===== src/rtl/microwave_pkg.sv =====
// Shared keypad definitions: code width, key count, the "no key" code and FSM states.
package microwave_pkg;
    localparam int CODE_W    = 4;
    localparam int KEY_COUNT = 10;
    localparam logic [CODE_W-1:0] KEY_NONE = 4'hF;

    typedef enum logic [1:0] {
        IDLE    = 2'd0,
        SETTLE  = 2'd1,
        PRESSED = 2'd2,
        RELEASE = 2'd3
    } state_t;
endpackage


===== src/rtl/keypad_prienc.sv =====
// Reduces the key lines to a BCD code, or KEY_NONE when no key is pressed.
// KEYPAD_MULTIKEY_REJECT_EN: when defined, two or more pressed keys read as KEY_NONE;
// otherwise the highest pressed index wins.
module keypad_prienc
    import microwave_pkg::*;
(
    input  logic [KEY_COUNT-1:0] i_keys,
    output logic [CODE_W-1:0]    o_code
);

    always_comb begin
        o_code = KEY_NONE;
        for (int k = 0; k < KEY_COUNT; k++) begin
            if (i_keys[k]) begin
                o_code = CODE_W'(k);
            end
        end
`ifdef KEYPAD_MULTIKEY_REJECT_EN
        if ($countones(i_keys) > 1) begin
            o_code = KEY_NONE;
        end
`else
        o_code = o_code;
`endif
    end

endmodule


===== src/rtl/keypad_encoder.sv =====
// Debounced keypad encoder: synchronizes raw keys, accepts a press or release after
// STABLE_CYCLES identical samples, and drives a BCD code with an active-low load strobe.
// Optional multi-key rejection via KEYPAD_MULTIKEY_REJECT_EN (see keypad_prienc).
module keypad_encoder
    import microwave_pkg::*;
#(
    parameter int STABLE_CYCLES = 4
)
(
    input  logic                 clk,
    input  logic                 resetn,
    input  logic [KEY_COUNT-1:0] keypad,
    output logic [CODE_W-1:0]    d,
    output logic                 loadn,
    output logic                 busy
);

    localparam logic [3:0] STABLE = 4'(STABLE_CYCLES);

    logic [KEY_COUNT-1:0] r_sync1;
    logic [KEY_COUNT-1:0] r_sync2;
    logic [CODE_W-1:0]    w_code;
    logic [CODE_W-1:0]    r_cand;
    logic [CODE_W-1:0]    r_d;
    logic [3:0]           r_count;
    logic [3:0]           w_countInc;
    logic                 r_loadn;
    logic                 r_busy;
    state_t               r_state;

    keypad_prienc u_prienc (
        .i_keys (r_sync2),
        .o_code (w_code)
    );

    // Saturating increment so a long dwell can never wrap back below the threshold.
    assign w_countInc = (r_count == 4'hF) ? r_count : r_count + 4'd1;

    always_ff @(posedge clk or negedge resetn) begin
        if (!resetn) begin
            r_sync1 <= '0;
            r_sync2 <= '0;
            r_state <= IDLE;
            r_cand  <= KEY_NONE;
            r_count <= 4'd0;
            r_d     <= 4'h0;
            r_loadn <= 1'b1;
            r_busy  <= 1'b0;
        end else begin
            r_sync1 <= keypad;
            r_sync2 <= r_sync1;
            case (r_state)
                IDLE: begin
                    if (w_code != KEY_NONE) begin
                        r_cand  <= w_code;
                        r_count <= 4'd1;
                        r_busy  <= 1'b1;
                        // A threshold of one accepts the very first sample.
                        if (STABLE <= 4'd1) begin
                            r_d     <= w_code;
                            r_loadn <= 1'b0;
                            r_state <= PRESSED;
                        end else begin
                            r_state <= SETTLE;
                        end
                    end
                end
                SETTLE: begin
                    if (w_code == r_cand) begin
                        r_count <= w_countInc;
                        if (w_countInc >= STABLE) begin
                            r_d     <= r_cand;
                            r_loadn <= 1'b0;
                            r_state <= PRESSED;
                        end
                    end else begin
                        r_loadn <= 1'b1;
                        r_busy  <= 1'b0;
                        r_state <= IDLE;
                    end
                end
                PRESSED: begin
                    if (w_code == KEY_NONE) begin
                        r_count <= 4'd1;
                        if (STABLE <= 4'd1) begin
                            r_loadn <= 1'b1;
                            r_busy  <= 1'b0;
                            r_state <= IDLE;
                        end else begin
                            r_state <= RELEASE;
                        end
                    end
                end
                RELEASE: begin
                    if (w_code == KEY_NONE) begin
                        r_count <= w_countInc;
                        if (w_countInc >= STABLE) begin
                            r_loadn <= 1'b1;
                            r_busy  <= 1'b0;
                            r_state <= IDLE;
                        end
                    end else begin
                        r_state <= PRESSED;
                    end
                end
                default: begin
                    r_loadn <= 1'b1;
                    r_busy  <= 1'b0;
                    r_state <= IDLE;
                end
            endcase
        end
    end

    assign d     = r_d;
    assign loadn = r_loadn;
    assign busy  = r_busy;

endmodule


===== config.mk =====
export PLATFORM = sky130hd
export DESIGN_NAME = keypad_encoder
export DESIGN_NICKNAME = d
export VERILOG_FILES = /design/src/rtl/microwave_pkg.sv /design/src/rtl/keypad_prienc.sv /design/src/rtl/keypad_encoder.sv
export SDC_FILE = /design/constraint.sdc
export NUM_CORES = 1
export LEC_CHECK = 0
export BUFFER_PORTS_ARGS = -buffer_cell sky130_fd_sc_hd__buf_2
export CORE_MARGIN = 8
export CORE_UTILIZATION = 51
export DETAILED_ROUTE_END_ITERATION = 10
export PLACE_DENSITY = 0.73
export RECOVER_POWER = 50
export SYNTH_ARGS = -nofsm -noshare
export SYNTH_HDL_FRONTEND = slang
export SYNTH_SLANG_ARGS = --single-unit

===== constraint.sdc =====
create_clock -name clk -period 3.2 [get_ports clk]
set_input_delay 0.48 -clock clk [delete_from_list [all_inputs] [get_ports clk]]
set_output_delay 0.48 -clock clk [all_outputs]
set_load 0.02 [all_outputs]

Word-level counts from Yosys, hierarchy flattened
Index checks and enable logic that the tools add are counted.
Word-level totals
  input port bits: 12
  word-level logic and storage cells: 66
  output and inout bits: 6
  register bits: 36
Operators by class
  order comparisons: 1
  reduce and logical (&&, ||, !) cells: 9
  multiplexer cells: 32
  equal/unequal tests: 15
  add/subtract/negate cells: 1
Operator list (count)
  two-way mux 4 bit: 15
  case mux 4 bit (4 select lines): 1
  two-way mux 2 bit: 6
  inequality test 2 bit, second input constant: 6
  AND reduction 4 bit: 3
  equality test 4 bit, second input constant: 2
  case mux 2 bit (4 select lines): 1
  two-way mux 1 bit: 7
  inequality test 3 bit, second input constant: 2
  AND reduction 5 bit: 1
  adder 4 x 1 -> 4 bit, second input constant: 1
  equality test 2 bit, second input constant: 2
  equality test 4 bit: 1
  greater-or-equal comparator 4 x 3 -> 1 bit, second input constant: 1
  inequality test 4 bit, second input constant: 1
  case mux 1 bit (3 select lines): 1
  AND reduction 3 bit: 1
  nonzero test 3 bit: 1
  equality test 2 x 1 -> 1 bit, second input constant: 1
  zero test 2 bit: 1
  case mux 1 bit (2 select lines): 1
  AND reduction 2 bit: 1
  nonzero test 2 bit: 1

Logic depth before layout (Yosys ltp)
Gate-level depths: netlist of run 1.
  depth in word-level cells: 13
  depth in mapped cells: 8
  mapped depth without buffers: 7

By module
A second synthesis of run 1 with hierarchy kept.
Second synthesis, totals
  cells, all modules: 126
  area total of the unflattened synthesis: 1491.4 µm²
Modules (own cells, without submodules)
  keypad_encoder: times used 1, area each 1383.8 µm², cells each 108
  keypad_prienc: times used 1, area each 107.6 µm², cells each 18

Worst setup path before layout of run 1
OpenSTA, ideal clock, no wires.
  path type: flip-flop to flip-flop
  start: register r_cand[2]
  end: register r_d[0], in the netlist d[0]
  buffers on the path: 1
  arrival time: 2.250 ns
  required time: 3.075 ns
  slack: 0.825 ns
  stages on the path, launching flop included: 8
  cells stage by stage: dfstp_2 > or4b_2 > o22ai_1 > nor3_1 > a2111oi_4 > and2_1 > buf_6 > mux2_4
Between the ends
  cells in the longest elaborated chain, start to end: 2
RTL lines
  start: declaration: line keypad_encoder.sv:23  | logic [CODE_W-1:0] r_cand;
  start signal: assignment: line keypad_encoder.sv:55  | r_cand <= w_code;
  equality test 4 bit: line keypad_encoder.sv:69  | if (w_code == r_cand) begin
  AND reduction 3 bit (no source line)
  end signal: assignment: line keypad_encoder.sv:60  | r_d <= w_code;
  end signal: assignment: line keypad_encoder.sv:72  | r_d <= r_cand;
  end: declaration: line keypad_encoder.sv:24  | logic [CODE_W-1:0] r_d;
No other way between the ends.
A chain may end at the register's enable or synchronous reset.

Final worst setup path of run 1
  start: register r_sync2[7]
  end: register r_d[1], in the netlist d[1]
Between the ends
  cells in the longest elaborated chain, start to end: 5
RTL lines
  start: declaration: line keypad_encoder.sv:21  | logic [KEY_COUNT-1:0] r_sync2;
  start signal: assignment: line keypad_encoder.sv:51  | r_sync2 <= r_sync1;
  two-way mux 4 bit (3 in series): line keypad_prienc.sv:14  | if (i_keys[k]) begin
  equality test 4 bit: line keypad_encoder.sv:69
  AND reduction 3 bit (no source line)
No other way between the ends.

==> results of run 1 <==
where the power goes:
group | internal, mW | switching (mW) | total (mW)
registers | 0.570 | 0.127 | 0.696
logic | 0.204 | 0.261 | 0.466
clock network | 0.0864 | 0.159 | 0.245
total | 0.860 | 0.547 | 1.41
final cells by class:
cell class	count	area (sq um)	share of cell area (%)
Sequential cell	36	907	49.8
Multi-Input combinational cell	103	693	38.0
Timing Repair Buffer	17	83.8	4.60
Tap cell	44	55.1	3.02
Clock buffer	5	37.5	2.06
Clock inverter	3	23.8	1.30
Inverter	6	22.5	1.24
flip-flops by register name, summed over array words and instances (netlist names):
register	flops
loadn	1
r_sync1	10
busy	1
r_count	4
r_cand	4
r_sync2	10
r_state	2
d	4
cells by family after synthesis:
kind of cell | count (synthesis) | synth area share, %
adders and majority gates | 1 | 0.764
and+or+nand+nor | 59 | 19.5
buffers and inverters | 8 | 2.29
DFF | 36 | 55.4
AOI/OAI and AO/OA | 38 | 17.8
muxes | 5 | 4.28
worst reg2reg max path: stages, from the launching register on:
cell and delay (ns):
sky130_fd_sc_hd__dfrtp_1 0.46, sky130_fd_sc_hd__nor4_1 0.66, sky130_fd_sc_hd__and4_1 0.30, sky130_fd_sc_hd__nor3_1 0.09, sky130_fd_sc_hd__a2111oi_4 0.40, sky130_fd_sc_hd__and2_1 0.38, sky130_fd_sc_hd__mux2_4 0.33
path summary, 6_finish.rpt:
| kind | to | slack [ns] |
|---|---|---|
| worst max-delay path | d[1]$_DFFE_PN0P_ | 0.48 |
| worst min register to register | r_sync2[6]$_DFF_PN0_ | 0.36 |
| max in group asynchronous | r_count[1]$_DFFE_PN0P_ | 1.56 |
| min in group asynchronous | r_state[0]$_DFFE_PN0P_ | 0.60 |
| worst min-delay path | r_sync1[0]$_DFF_PN0_ | 0.24 |
| worst max register to register | d[1]$_DFFE_PN0P_ | 0.48 |
per-layer routing:
layer,part of all wire [%],global-route usage (%),vias up
li1,-,-,583
met1,44,14.8,622
met2,48,20.9,44
met3,6.0,3.98,8
met4,2.1,8.44,0
met5,0,0,-
cell usage in the layout, fill, tap and decap left out, drive strengths merged, types with 4 or more instances in the layout:
cell type,instances
dfstp,5
buf,16
nor3,4
a21oi,9
nand2b,4
o21ai,6
nor2,15
dfrtp,31
nor4,4
nand2,13
nand3,4
clkbuf,6
inv,6
mux2,4
through the flow:
stage	hold WS [ns]	utilization [%]	cells	power (mW)	setup slack [ns]
floorplan	0.184	-	147	1.03	0.825
global placement	0.332	57.7	206	1.15	0.647
detailed placement	0.335	57.7	206	1.17	0.550
CTS	0.216	59.8	214	1.42	0.536
global route	0.210	59.7	214	1.51	0.356
finish	0.235	59.7	214	1.41	0.483
==> results, run 1 <==
- The cell taking the most area after synthesis is sky130_fd_sc_hd__dfrtp_1.
- At the pin with the least slew margin, the transition time is 1.79 ns.
- In the synthesized netlist the async set-or-reset flop fraction comes to 100%.
- The final global-route overflow total is 0.
- The classification of the worst setup path is reg -> reg.
- The count of buffering cells on the critical path with inverters included is 0.
- After synthesis, the cell types taking the most area are sky130_fd_sc_hd__dfrtp_1 (47%), sky130_fd_sc_hd__dfstp_2 (8.0%), sky130_fd_sc_hd__mux2_4 (3.7%).
- The number of nets in the synthesized netlist is 160.
- The count of unique library cells instantiated by Yosys is 49.
- The flow ran to the end, but the final reports show violations.
- Clock-pin slew was measured on the worst setup and hold paths at 0.12 ns.
- The cell count of the worst reg-to-reg path is 6.
- The H-tree depth reported by CTS is 2.
- The commonest cells after synthesis are sky130_fd_sc_hd__dfrtp_1 (31), sky130_fd_sc_hd__nor2_1 (15), sky130_fd_sc_hd__nand2_1 (13), sky130_fd_sc_hd__a21oi_1 (9).
- Tracing the worst setup path back leads to its startpoint at r_sync2[7]$_DFF_PN0_.
- The width of the chip is 72.7 um.
- In this run the tool buffered the top-level ports with 17 buffer cells.
- Cells with a size suffix above 1 make up 24.1% of the layout.
- The number of maximum-capacitance violations is 1.
- The cell with the largest stage delay on the worst path is sky130_fd_sc_hd__nor4_1.
- The number of gates resized after CTS was 0.
- The cell count after synthesis is 147.
- In this run the worst hold path is classified as in -> reg.
- After synthesis, flip-flops and latches occupy 55.4% of the total area.
- The worst voltage drop across the vdd grid is 0.000447 V.
- The top-level port count is 18.
- The post-synthesis average cell area is 11.1 sq um.
- The final reports fail on capacitance limit, slew limit.
- The later pin in the worst-skew pair is clocked with a latency of 0.34 ns.
- The number of fill cells is 270.
- The DRC violation count after routing is 0.
- The first detailed-routing pass took 4 iterations.
- Entering global routing, the biggest net connects 37 pins.
- The maximum clock rate is 368 MHz.
- For the final routed database, the setup TNS stands at 0 ns.
- The number of max-slew violations in the final report was 37.
- For this configuration, the core starts out at a cell density of 53.6%.
- The number of warnings reported in the yosys synthesis log is 0.
- The final non-filler cell area is 1820 sq um.
- The top cell type by area accounts for 47.4% of the synthesized area.
- Among cell families on the critical path, the largest total delay comes from simple AND/OR/NAND/NOR gates.
- The placement row count is 20.
- Compared with the post-synthesis result, the final layout area differs by 11.3%.
- The total of endpoints with negative setup slack in the final report is 0.
- The worst-case clock skew is 0.0122 ns.
- Dividing total power by cell area gives a power density of 772 nW/um^2.
- The type of element launching the critical path is a flip-flop.
- Among all cell types in the netlist, the one instantiated most often is sky130_fd_sc_hd__dfrtp_1.
- In this run the remaining antenna-violating nets after routing total 0.
- Walking the worst path, the cells encountered are nor4_1, and4_1, nor3_1, a2111oi_4, and2_1, mux2_4.
- 0 antenna diodes ended up in the layout.
- The aggregate routed wire length is 3.16 mm.
- The initial antenna violation count is 0.
- In this run, synthesis produced a sequential element count of 36.
- In this run the standard cell core region covers 3050 sq um.
- In this run, post-CTS hold repair placed 0 buffers.
- The via count of the first global-routing pass came to 1,244.
- For this run, the slowest stage of the critical path takes 0.66 ns.
- The share of the cycle needed by the critical path after routing is 84.9%.
- The startpoint of the most critical register-to-register path is r_sync2[7]$_DFF_PN0_.
- The synthesized netlist occupies a cell area of 1640 sq um.
- The number of setup buffers added after CTS is 0.
- The longest clock path from root to sink contains 2 buffers.
- In this run the most critical hold path is launched from keypad[0].
- Detailed routing inserted a total of 1,257 vias.
- The die height is 72.7 um.
- The clock period could shrink to 2.72 ns.
- The root buffer cell is sky130_fd_sc_hd__clkbuf_4.
- CTS saw 36 sinks.
- The die outline area is 5280 sq um.
- The worst setup path is captured at a flip-flop.
- The static leakage is 0.781 nW.
- The most used flip-flop cell after synthesis is sky130_fd_sc_hd__dfrtp_1.
- The instance count along the most critical hold path is 1.
- After detailed routing, the number of vias per cell comes to 5.87.
- The wire-length estimate of the detail-placed layout is 2.31 mm.
- At the worst endpoint, the arrival time is 2.96 ns.
- Setup repair after global routing left no endpoint under its margin.
- For this run, the post-layout net count is 182.
- In this run the number of cells on the critical path is 6.
- TritonCTS built the clock tree.
- The worst pin sits at a relative slew slack of -19.5%.
- The count of flip-flops with a built-in enable after synthesis is 0.
- The count of routing violations after the opening detailed-route iteration is 112.
- For the worst setup path, the data required time is 3.44 ns.
- The wire length of the first global-routing pass is 5.46 mm.
- The final count of hold timing violations is 0.
- Dividing the detail-routed wire length by the instance count gives 14.8 um.
- The largest fanout of any net on the critical path is 8.
- At the end of routability-driven placement, the weighted congestion stood at 0.919.
- The global-route usage over all layers is 13.1%.
- The standard cell area after detailed placement is 1760 sq um.
- In this run, CTS created clock tree buffers numbering 5.
No activity file was read; power rests on OpenSTA's default activity.
==> run 2: changes to the inputs <==
--- a/config.mk
+++ b/config.mk
@@ -5,11 +5,12 @@
 export SDC_FILE = /design/constraint.sdc
 export NUM_CORES = 1
 export LEC_CHECK = 0
+export ABC_AREA = 1
 export BUFFER_PORTS_ARGS = -buffer_cell sky130_fd_sc_hd__buf_2
 export CORE_MARGIN = 8
 export CORE_UTILIZATION = 51
 export DETAILED_ROUTE_END_ITERATION = 10
-export PLACE_DENSITY = 0.73
+export PLACE_DENSITY = 0.76
 export RECOVER_POWER = 50
 export SYNTH_ARGS = -nofsm -noshare
 export SYNTH_HDL_FRONTEND = slang
==> constraint.sdc (replaced) <==
create_clock -name clk -period 2.4 [get_ports clk]
set_input_delay 0.36 -clock clk [delete_from_list [all_inputs] [get_ports clk]]
set_output_delay 0.36 -clock clk [all_outputs]
set_load 0.02 [all_outputs]
==> run 2 against run 1 <==
The flow still finishes with violations (capacitance limit, slew limit). Final cell count increased by 15%. Non-clock buffer count unchanged. Clock power increased by 32%. Synthesized area decreased by 0.53%.
==> results, run 2 <==
- After synthesis, the cell types taking the most area are sky130_fd_sc_hd__dfrtp_1 (48%), sky130_fd_sc_hd__nand2_1 (12%), sky130_fd_sc_hd__dfstp_2 (8.1%).
- The net count after synthesis came to 192 (+20%).
- The post-synthesis instance area was 1630 sq um (-0.53%).
- The number of vias per cell is 4.80 (-18%).
- The required time at the endpoint of the critical path came to 2.65 ns (-0.79 ns).
- The area overhead of the layout relative to synthesis is 11.4% (about the same).
- The final cell utilization of the core is 59.4% (-0.29 points).
- The number of nets in the finished design is 214 (+18%).
- The root buffer cell is sky130_fd_sc_hd__clkbuf_4.
- The post-synthesis register bit count is 36 (unchanged).
- The classification of the worst setup path is reg -> reg.
- The kind of cell adding the most delay to the critical path is simple AND/OR/NAND/NOR gates.
- In this run the critical register-to-register path is captured at r_state[1]$_DFFE_PN0P_.
- The number of maximum-capacitance violations is 1 (unchanged).
- The H-tree depth reported by CTS is 2 (unchanged).
- The wire length of the first global-routing pass was 4.89 mm (-10%).
- The worst relative slew slack is -21.2% (-1.7 points).
- The die outline area came to 5260 sq um (-0.43%).
- The post-CTS clock slew at the launch and capture registers of the worst setup and hold paths is 0.11 ns (about the same).
- The share of the cycle needed by the critical path after routing is 74.6% (-10 points).
- The half-perimeter wire length after placement is 2.04 mm (-12%).
- The largest registers in the layout are r_sync1: 10 flops, r_sync2: 10 flops.
- The effective utilization at floorplan came to 53.4% (-0.29 points).
- Setup repair after global routing left no endpoint under its margin.
- The most frequently used flop master after synthesis is sky130_fd_sc_hd__dfrtp_1.
- The number of warnings reported in the yosys synthesis log is 0 (unchanged).
- For this design, the slowest cell found on the critical path is sky130_fd_sc_hd__dfrtp_1.
- The min-delay analysis places its worst path in the category in -> reg.
- Ranked by instance count, the synthesized netlist is headed by sky130_fd_sc_hd__nand2_1 (50), sky130_fd_sc_hd__dfrtp_1 (31), sky130_fd_sc_hd__inv_1 (19), sky130_fd_sc_hd__o21ai_1 (12).
- The post-CTS setup buffer count was 0 (unchanged).
- The element type at the critical path end is a flip-flop.
- The count of unique library cells instantiated by Yosys is 26 (-47%).
- The maximum clock rate is 559 MHz (+52%).
- The aggregate negative setup slack is 0 ns (unchanged).
- The insertion delay to the later sink of the worst-skew pair came to 0.34 ns (about the same).
- In this run the critical register-to-register path is launched from r_count[0]$_DFFE_PN0P_.
- The cell count of the worst reg-to-reg path is 12 (+6).
- The static leakage is 0.905 nW (+16%).
- The via count of the first global-routing pass is 1,191 (-4.3%).
- The count of buffering cells on the critical path with inverters included is 1 (+1).
- The share of cells above drive strength 1 is 30.7% (+6.6 points).
- The number of max-slew violations in the final report is 37 (unchanged).
- The worst hold path terminates at r_sync1[2]$_DFF_PN0_.
- The placeable core area is 3050 sq um (unchanged).
- The instance count along the most critical hold path came to 1 (unchanged).
- The fraction of the yosys area taken by sequential cells is 55.7% (+0.30 points).
- The number of standard cells in the layout, taps in and fillers out is 246 (+15%).
- The cell taking the most area after synthesis is sky130_fd_sc_hd__dfrtp_1.
- The placement row count is 20 (unchanged).
- The DRC violation count after routing was 0 (unchanged).
- The largest net degree at the start of global routing is 37 (unchanged).
- The top-level port count was 18 (unchanged).
- The cell count after synthesis was 179 (+22%).
- The width of the chip is 72.5 um (-0.21%).
- The TritonCTS clock tree is done.
- The number of buffers on the longest clock path is 2 (unchanged).
- Leaving out fill and tap cells, the most frequent cells in the layout are sky130_fd_sc_hd__nand2_1 (50), sky130_fd_sc_hd__dfrtp_1 (31), sky130_fd_sc_hd__inv_1 (19), sky130_fd_sc_hd__buf_2 (16), sky130_fd_sc_hd__o21ai_1 (12).
- The endpoint arrival time on the critical path came to 2.04 ns (-0.92 ns).
- The count of hold-fix buffers inserted at cts is 0 (unchanged).
- The area share of the largest cell type after synthesis was 47.6% (+0.25 points).
- The count of flip-flops with a built-in enable after synthesis is 0 (unchanged).
- The aggregate routed wire length was 2.67 mm (-16%).
- The antenna cell count is 0 (unchanged).
- The number of clock sinks is 36 (unchanged).
- The checks that failed: capacitance limit, slew limit.
- The global-route usage over all layers was 11.9% (-1.1 points).
- The power per unit of standard cell area is 1060 nW/um^2 (+37%).
- The type of element launching the critical path is a flip-flop.
- The register-to-register setup slack came to 0.61 ns (+0.13 ns).
- The count of routing violations after the opening detailed-route iteration is 61 (-46%).
- The async set or reset register ratio after synthesis is 100% (unchanged).
- The final estimated routing congestion in global placement is 0.865 (-5.8%).
- The die height came to 72.5 um (-0.21%).
- sky130_fd_sc_hd__nand2_1 is the most common cell in the netlist.
- The leading cell type in the layout, fill and taps excluded is sky130_fd_sc_hd__nand2_1.
- The startpoint identified for the worst hold timing path is keypad[2].
- The number of fill cells is 285 (+5.6%).
- The slew at the pin closest to its max-slew limit is 1.82 ns (+0.0261 ns).
- The flow ran to the end, but the final reports show violations.
- The number of port buffers is 17 (unchanged).
- The routed via count was 1,180 (-6.1%).
- The worst voltage drop across the vdd grid is 0.000418 V (-6.4%).
- The cell count after placement came to 238 (+16%).
- The final critical path time including I/O delays and setup was 1.79 ns (-0.927 ns).
- The final count of hold timing violations is 0 (unchanged).
- The initial antenna violation count is 0 (unchanged).
- The final global-route overflow total is 0 (unchanged).
- The remaining antenna violation count after routing is 0 (unchanged).
- The largest fanout of any net on the critical path is 5 (-3).
- The critical path goes through ha_1, nand2_1, nor2_2, inv_1, o21ai_2, nor2_4, nand3_1, o21ai_1, a21boi_2, nand2_1, nand2_1, nand2_1.
- The total CTS buffers came to 5 (unchanged).
- The maximum cell stage delay along the critical path came to 0.42 ns (-0.24 ns).
- The post-synthesis average cell area is 9.10 sq um (-18%).
- The worst-case clock skew was 0.0112 ns (-0.00102 ns).
- The total of endpoints with negative setup slack in the final report is 0 (unchanged).
- The count of cells resized by post-cts repair is 0 (unchanged).
- The final routed wire length divided by cell count is 10.8 um (-27%).
- The number of iterations in the first detailed-routing pass was 4 (unchanged).
- Among the stages of the critical path, the cell type that occurs most often is sky130_fd_sc_hd__nand2_1.
run 2: cell count changes after synthesis, moves of 5 or more:
cell / previous run / this run
sky130_fd_sc_hd__nand2_1: 13 / 50
sky130_fd_sc_hd__inv_1: 6 / 19
sky130_fd_sc_hd__nor2_1: 15 / 3
sky130_fd_sc_hd__o21ai_1: 0 / 12
sky130_fd_sc_hd__nand2_2: 0 / 10
sky130_fd_sc_hd__nand3_1: 4 / 10
sky130_fd_sc_hd__nor2_2: 0 / 6
sky130_fd_sc_hd__a21oi_1: 9 / 4
sky130_fd_sc_hd__inv_2: 0 / 5
run 2: cell families (layout without fill, tap and decap cells):
group / after synthesis / in the layout / synth area share (%)
and+or+nand+nor: 89 / 89 / 27.8
DFF: 36 / 36 / 55.7
adders and majority gates: 1 / 1 / 0.768
buffers and inverters: 28 / 51 / 7.07
AOI/OAI and AO/OA: 25 / 25 / 8.68
run 2: worst max path at each step:
| stage | cells after the start | to | from | slack [ns] |
|---|---|---|---|---|
| after floorplan | 11 | r_state[0]$_DFFE_PN0P_ | r_count[0]$_DFFE_PN0P_ | 0.81 |
| after global placement | 11 | r_state[0]$_DFFE_PN0P_ | r_count[0]$_DFFE_PN0P_ | 0.76 |
| after detailed placement | 12 | r_state[0]$_DFFE_PN0P_ | r_count[0]$_DFFE_PN0P_ | 0.63 |
| final | 12 | r_state[1]$_DFFE_PN0P_ | r_count[0]$_DFFE_PN0P_ | 0.61 |
| after global routing | 12 | r_state[1]$_DFFE_PN0P_ | r_count[0]$_DFFE_PN0P_ | 0.36 |
| after CTS | 12 | r_state[0]$_DFFE_PN0P_ | r_count[0]$_DFFE_PN0P_ | 0.62 |
run 2: area by class of cell:
cell class | count | area (sq um) | area share [%]
tap | 44 | 55.1 | 3.03
clock buffer | 5 | 37.5 | 2.07
timing repair buffer | 17 | 83.8 | 4.62
inverter | 26 | 100 | 5.52
clock inverter | 3 | 23.8 | 1.31
multi-input combinational | 115 | 607 | 33.4
sequential | 36 | 907 | 50.0
run 2: report_power, final:
part           total (mW)  switching [mW]  internal [mW]
clock               0.324           0.209          0.115
sequential          0.888           0.119          0.769
combinational       0.706           0.446          0.259
run 2: worst register-to-register path, cell delays in order, from the launching register on:
cell and delay, ns:
sky130_fd_sc_hd__dfrtp_1 0.42, sky130_fd_sc_hd__ha_1 0.19, sky130_fd_sc_hd__nand2_1 0.10, sky130_fd_sc_hd__nor2_2 0.15
sky130_fd_sc_hd__inv_1 0.09, sky130_fd_sc_hd__o21ai_2 0.10, sky130_fd_sc_hd__nor2_4 0.07, sky130_fd_sc_hd__nand3_1 0.09
sky130_fd_sc_hd__o21ai_1 0.09, sky130_fd_sc_hd__a21boi_2 0.19, sky130_fd_sc_hd__nand2_1 0.10, sky130_fd_sc_hd__nand2_1 0.07
sky130_fd_sc_hd__nand2_1 0.05
run 2: metal layers:
metal	GRT usage, %	share of wire [%]
met2	21.0	48
met1	12.0	45
met4	4.89	1.7
met3	5.23	5.5
met5	0	0
run 2: per-stage QoR:
| step | instance area [sq um] | worst slack [ns] | hold slack (ns) | power [mW] |
|---|---|---|---|---|
| after floorplan | 1630 | 0.812 | 0.0644 | 1.46 |
| final | 1810 | 0.610 | 0.112 | 1.92 |
| after detailed placement | 1750 | 0.631 | 0.335 | 1.61 |
| after CTS | 1820 | 0.616 | 0.0974 | 1.94 |
| after global placement | 1750 | 0.765 | 0.333 | 1.57 |
| after global routing | 1810 | 0.365 | 0.0796 | 2.09 |
==> run 3: changes to the inputs <==
--- a/config.mk
+++ b/config.mk
@@ -5,12 +5,12 @@
 export SDC_FILE = /design/constraint.sdc
 export NUM_CORES = 1
 export LEC_CHECK = 0
-export ABC_AREA = 1
+export ABC_AREA = 0
 export BUFFER_PORTS_ARGS = -buffer_cell sky130_fd_sc_hd__buf_2
 export CORE_MARGIN = 8
 export CORE_UTILIZATION = 51
 export DETAILED_ROUTE_END_ITERATION = 10
-export PLACE_DENSITY = 0.76
+export PLACE_DENSITY = 0.73
 export RECOVER_POWER = 50
 export SYNTH_ARGS = -nofsm -noshare
 export SYNTH_HDL_FRONTEND = slang
==> constraint.sdc (replaced) <==
create_clock -name clk -period 1.7 [get_ports clk]
set_input_delay 0.255 -clock clk [delete_from_list [all_inputs] [get_ports clk]]
set_output_delay 0.255 -clock clk [all_outputs]
set_load 0.02 [all_outputs]
==> run 3 against run 2 <==
The flow finishes with violations (setup timing). Register-to-register slack got worse by 1.2 ns. Final area rose by 33%. Sequential share of layout area fell by 12 points.
==> results, run 3 (same netlist as run 1, synthesis figures left out) <==
- The flow ran to the end, but the final reports show violations.
- The final reports fail on setup timing.
- The initial antenna violation count was 0 (unchanged).
- The total of endpoints with negative setup slack in the final report came to 13 (+13).
- The wire length of the first global-routing pass is 6.69 mm (+37%).
- The global-route met1 utilization was 19.8% (+7.8 points).
- The startpoint of the worst hold path is keypad[2].
- The type of element launching the critical path is a flip-flop.
- The number of fill cells is 196 (-31%).
- The TritonCTS clock tree is done.
- The via count of the first global-routing pass is 1,396 (+17%).
- The maximum cell stage delay along the critical path was 0.52 ns (+0.10 ns).
- The number of maximum-capacitance violations is 0 (-1).
- The worst hold margin was 0.0244 ns (-0.0877 ns).
- The layer with the highest usage is met2.
- The largest registers in the layout are r_sync1: 10 flops, r_sync2: 10 flops.
- The number of port buffers is 17 (unchanged).
- The maximum clock rate is 435 MHz (-22%).
- The width of the chip is 72.7 um (+0.21%).
- The effective utilization at floorplan is 53.6% (+0.29 points).
- The worst relative slew slack was 45.0% (+66 points).
- Leaving out fill and tap cells, the most frequent cell in the layout is sky130_fd_sc_hd__buf_4.
- The met2 demand-to-capacity share in global routing is 26.9% (+6.0 points).
- The number of nets in the finished design was 231 (+7.9%).
- The static leakage is 1.06 nW (+17%).
- The count of buffering cells on the critical path with inverters included is 0 (-1).
- The share of the cycle needed by the critical path after routing came to 135% (+61 points).
- The met3 global-route usage is 5.22% (-0.014 points).
- The root buffer cell is sky130_fd_sc_hd__clkbuf_4.
- The slew at the pin closest to its max-slew limit came to 0.824 ns (-0.994 ns).
- The placeable core area is 3050 sq um (unchanged).
- The final count of hold timing violations was 0 (unchanged).
- The antenna cell count is 0 (unchanged).
- The cell with the largest stage delay on the worst path is sky130_fd_sc_hd__or4b_1.
- The endpoint identified for the worst register-to-register timing path is d[3]$_DFFE_PN0P_.
- The number of standard cells in the layout, taps in and fillers out is 263 (+6.9%).
- The worst slack at placement came to -0.688 ns (-1.32 ns).
- The worst path setup slack after routing is -0.598 ns (-1.21 ns).
- The die height is 72.7 um (+0.21%).
- The sequential cell area in the final layout is 911 sq um (+0.41%).
- The final critical path time including I/O delays and setup came to 2.30 ns (+0.508 ns).
- The power per unit of standard cell area came to 1390 nW/um^2 (+31%).
- In the layout the commonest cells are sky130_fd_sc_hd__buf_4 (31), sky130_fd_sc_hd__dfrtp_1 (28), sky130_fd_sc_hd__buf_2 (17), sky130_fd_sc_hd__nor2_1 (12), sky130_fd_sc_hd__nand2_1 (12).
- Setup repair after global routing could not meet its margin everywhere.
- The endpoint arrival time on the critical path came to 2.54 ns (+0.50 ns).
- The final global-route overflow total is 0 (unchanged).
- The largest net degree at the start of global routing is 37 (unchanged).
- The global-route usage over all layers is 16.4% (+4.5 points).
- The largest fanout of any net on the critical path was 6 (+1).
- The final estimated routing congestion in global placement came to 0.941 (+8.8%).
- The number of vias per cell is 5.57 (+16%).
- The critical path goes through or4b_1, nand4_1, a311oi_4, a2111oi_4, and2_4, mux2_4.
- The classification of the worst setup path is reg -> reg.
- The placement row count is 20 (unchanged).
- The total CTS buffers is 5 (unchanged).
- The standard cell area after detailed placement is 2010 sq um (+14%).
- The remaining antenna violation count after routing is 0 (unchanged).
- The multi-input combinational cell area is 868 sq um (+43%).
- The die outline area came to 5280 sq um (+0.43%).
- The element type at the critical path end is a flip-flop.
- The instance count along the most critical hold path came to 1 (unchanged).
- The worst-case clock skew is 0.0141 ns (+0.00297 ns).
- The final non-filler cell area is 2420 sq um (+33%).
- The worst voltage drop across the vdd grid is 0.00102 V (+140%).
- The area overhead of the layout relative to synthesis is 47.7%.
- The aggregate negative setup slack is -6.45 ns (-6.45 ns).
- The top-level port count is 18 (unchanged).
- The DRC violation count after routing came to 0 (unchanged).
- The post-CTS clock slew at the launch and capture registers of the worst setup and hold paths is 0.12 ns (about the same).
- The cell count of the worst reg-to-reg path is 6 (-6).
- The share of cells above drive strength 1 came to 48.9% (+18 points).
- The number of clock sinks was 36 (unchanged).
- The required time at the endpoint of the critical path is 1.94 ns (-0.71 ns).
- The kind of cell adding the most delay to the critical path is simple AND/OR/NAND/NOR gates.
- The count of routing violations after the opening detailed-route iteration came to 191 (+210%).
- The capture endpoint of the worst hold path is r_sync1[2]$_DFF_PN0_.
- The aggregate routed wire length is 4.67 mm (+75%).
- The insertion delay to the later sink of the worst-skew pair came to 0.35 ns (about the same).
- The H-tree depth reported by CTS came to 2 (unchanged).
- The routed via count is 1,466 (+24%).
- The number of iterations in the first detailed-routing pass is 5 (+1).
- The number of max-slew violations in the final report is 0 (-100%).
- The final routed wire length divided by cell count is 17.8 um (+64%).
- The startpoint of the most critical register-to-register path is r_sync2[7]$_DFF_PN0_.
- The register-to-register setup slack is -0.60 ns (-1.21 ns).
- The half-perimeter wire length after placement is 2.69 mm (+32%).
- The number of buffers on the longest clock path was 2 (unchanged).
- The cell count after placement is 235 (-1.3%).
- The worst min-delay path category is in -> reg.
==> run 3: cell types whose count changed in the layout (fill, tap and decap cells not counted), moves of 5 or more <==
cell                            delta
sky130_fd_sc_hd__nand2_1          -38
sky130_fd_sc_hd__buf_4            +31
sky130_fd_sc_hd__inv_1            -13
sky130_fd_sc_hd__o21ai_1          -11
sky130_fd_sc_hd__dlygate4sd3_1    +10
sky130_fd_sc_hd__nand2_2           -9
sky130_fd_sc_hd__nor2_1            +9
sky130_fd_sc_hd__nand3_1           -7
sky130_fd_sc_hd__buf_6             +6
sky130_fd_sc_hd__inv_2             -5
==> run 3: repair_timing <==
action,in CTS,in global routing
hold buffers,3,7
hold endpoints to repair,33,7
resized for setup,15,26
endpoints found under the setup margin,12,13
pin swaps,13,18
buffers inserted,4,7
==> run 3: cell type report <==
| type | instances | share of cell area, % |
|---|---|---|
| multi-input cells | 103 | 35.9 |
| clock inverters | 3 | 0.776 |
| inverters | 6 | 0.931 |
| clock buffers | 5 | 1.55 |
| repair buffers | 66 | 20.9 |
| well taps | 44 | 2.28 |
| flip-flops and latches | 36 | 37.7 |
==> run 3: worst max-delay path by stage <==
stage	startpoint	to	slack [ns]	depth (start not counted)
floorplan	r_sync2[8]$_DFF_PN0_	d[0]$_DFFE_PN0P_	-0.67	7
global placement	r_sync2[7]$_DFF_PN0_	d[1]$_DFFE_PN0P_	-0.60	6
detailed placement	r_sync2[9]$_DFF_PN0_	d[3]$_DFFE_PN0P_	-0.69	6
CTS	r_sync2[7]$_DFF_PN0_	d[3]$_DFFE_PN0P_	-0.52	6
global route	r_sync2[8]$_DFF_PN0_	r_count[0]$_DFFE_PN0P_	-0.66	9
finish	r_sync2[7]$_DFF_PN0_	d[3]$_DFFE_PN0P_	-0.60	6
==> run 3: through the flow <==
stage | total power [mW] | util (%)
CTS | 3.10 | 71.6
global route | 3.53 | 79.2
detailed placement | 2.54 | 65.7
finish | 3.35 | 79.2
global placement | 2.48 | 65.7
floorplan | 1.95 | -
==> run 3: power by group <==
| part | leakage, nW | switching [mW] | total, mW | internal [mW] |
|---|---|---|---|---|
| clock | 0.0349 | 0.309 | 0.468 | 0.159 |
| combinational | 0.605 | 0.835 | 1.63 | 0.792 |
| sequential | 0.421 | 0.186 | 1.26 | 1.07 |
| total | 1.06 | 1.33 | 3.35 | 2.02 |
==> run 3: per-layer routing <==
metal / vias to the layer above / wire [um]
li1: 686 / -
met1: 723 / 1990
met2: 44 / 2310
met3: 13 / 263
met4: 0 / 108
met5: - / 0
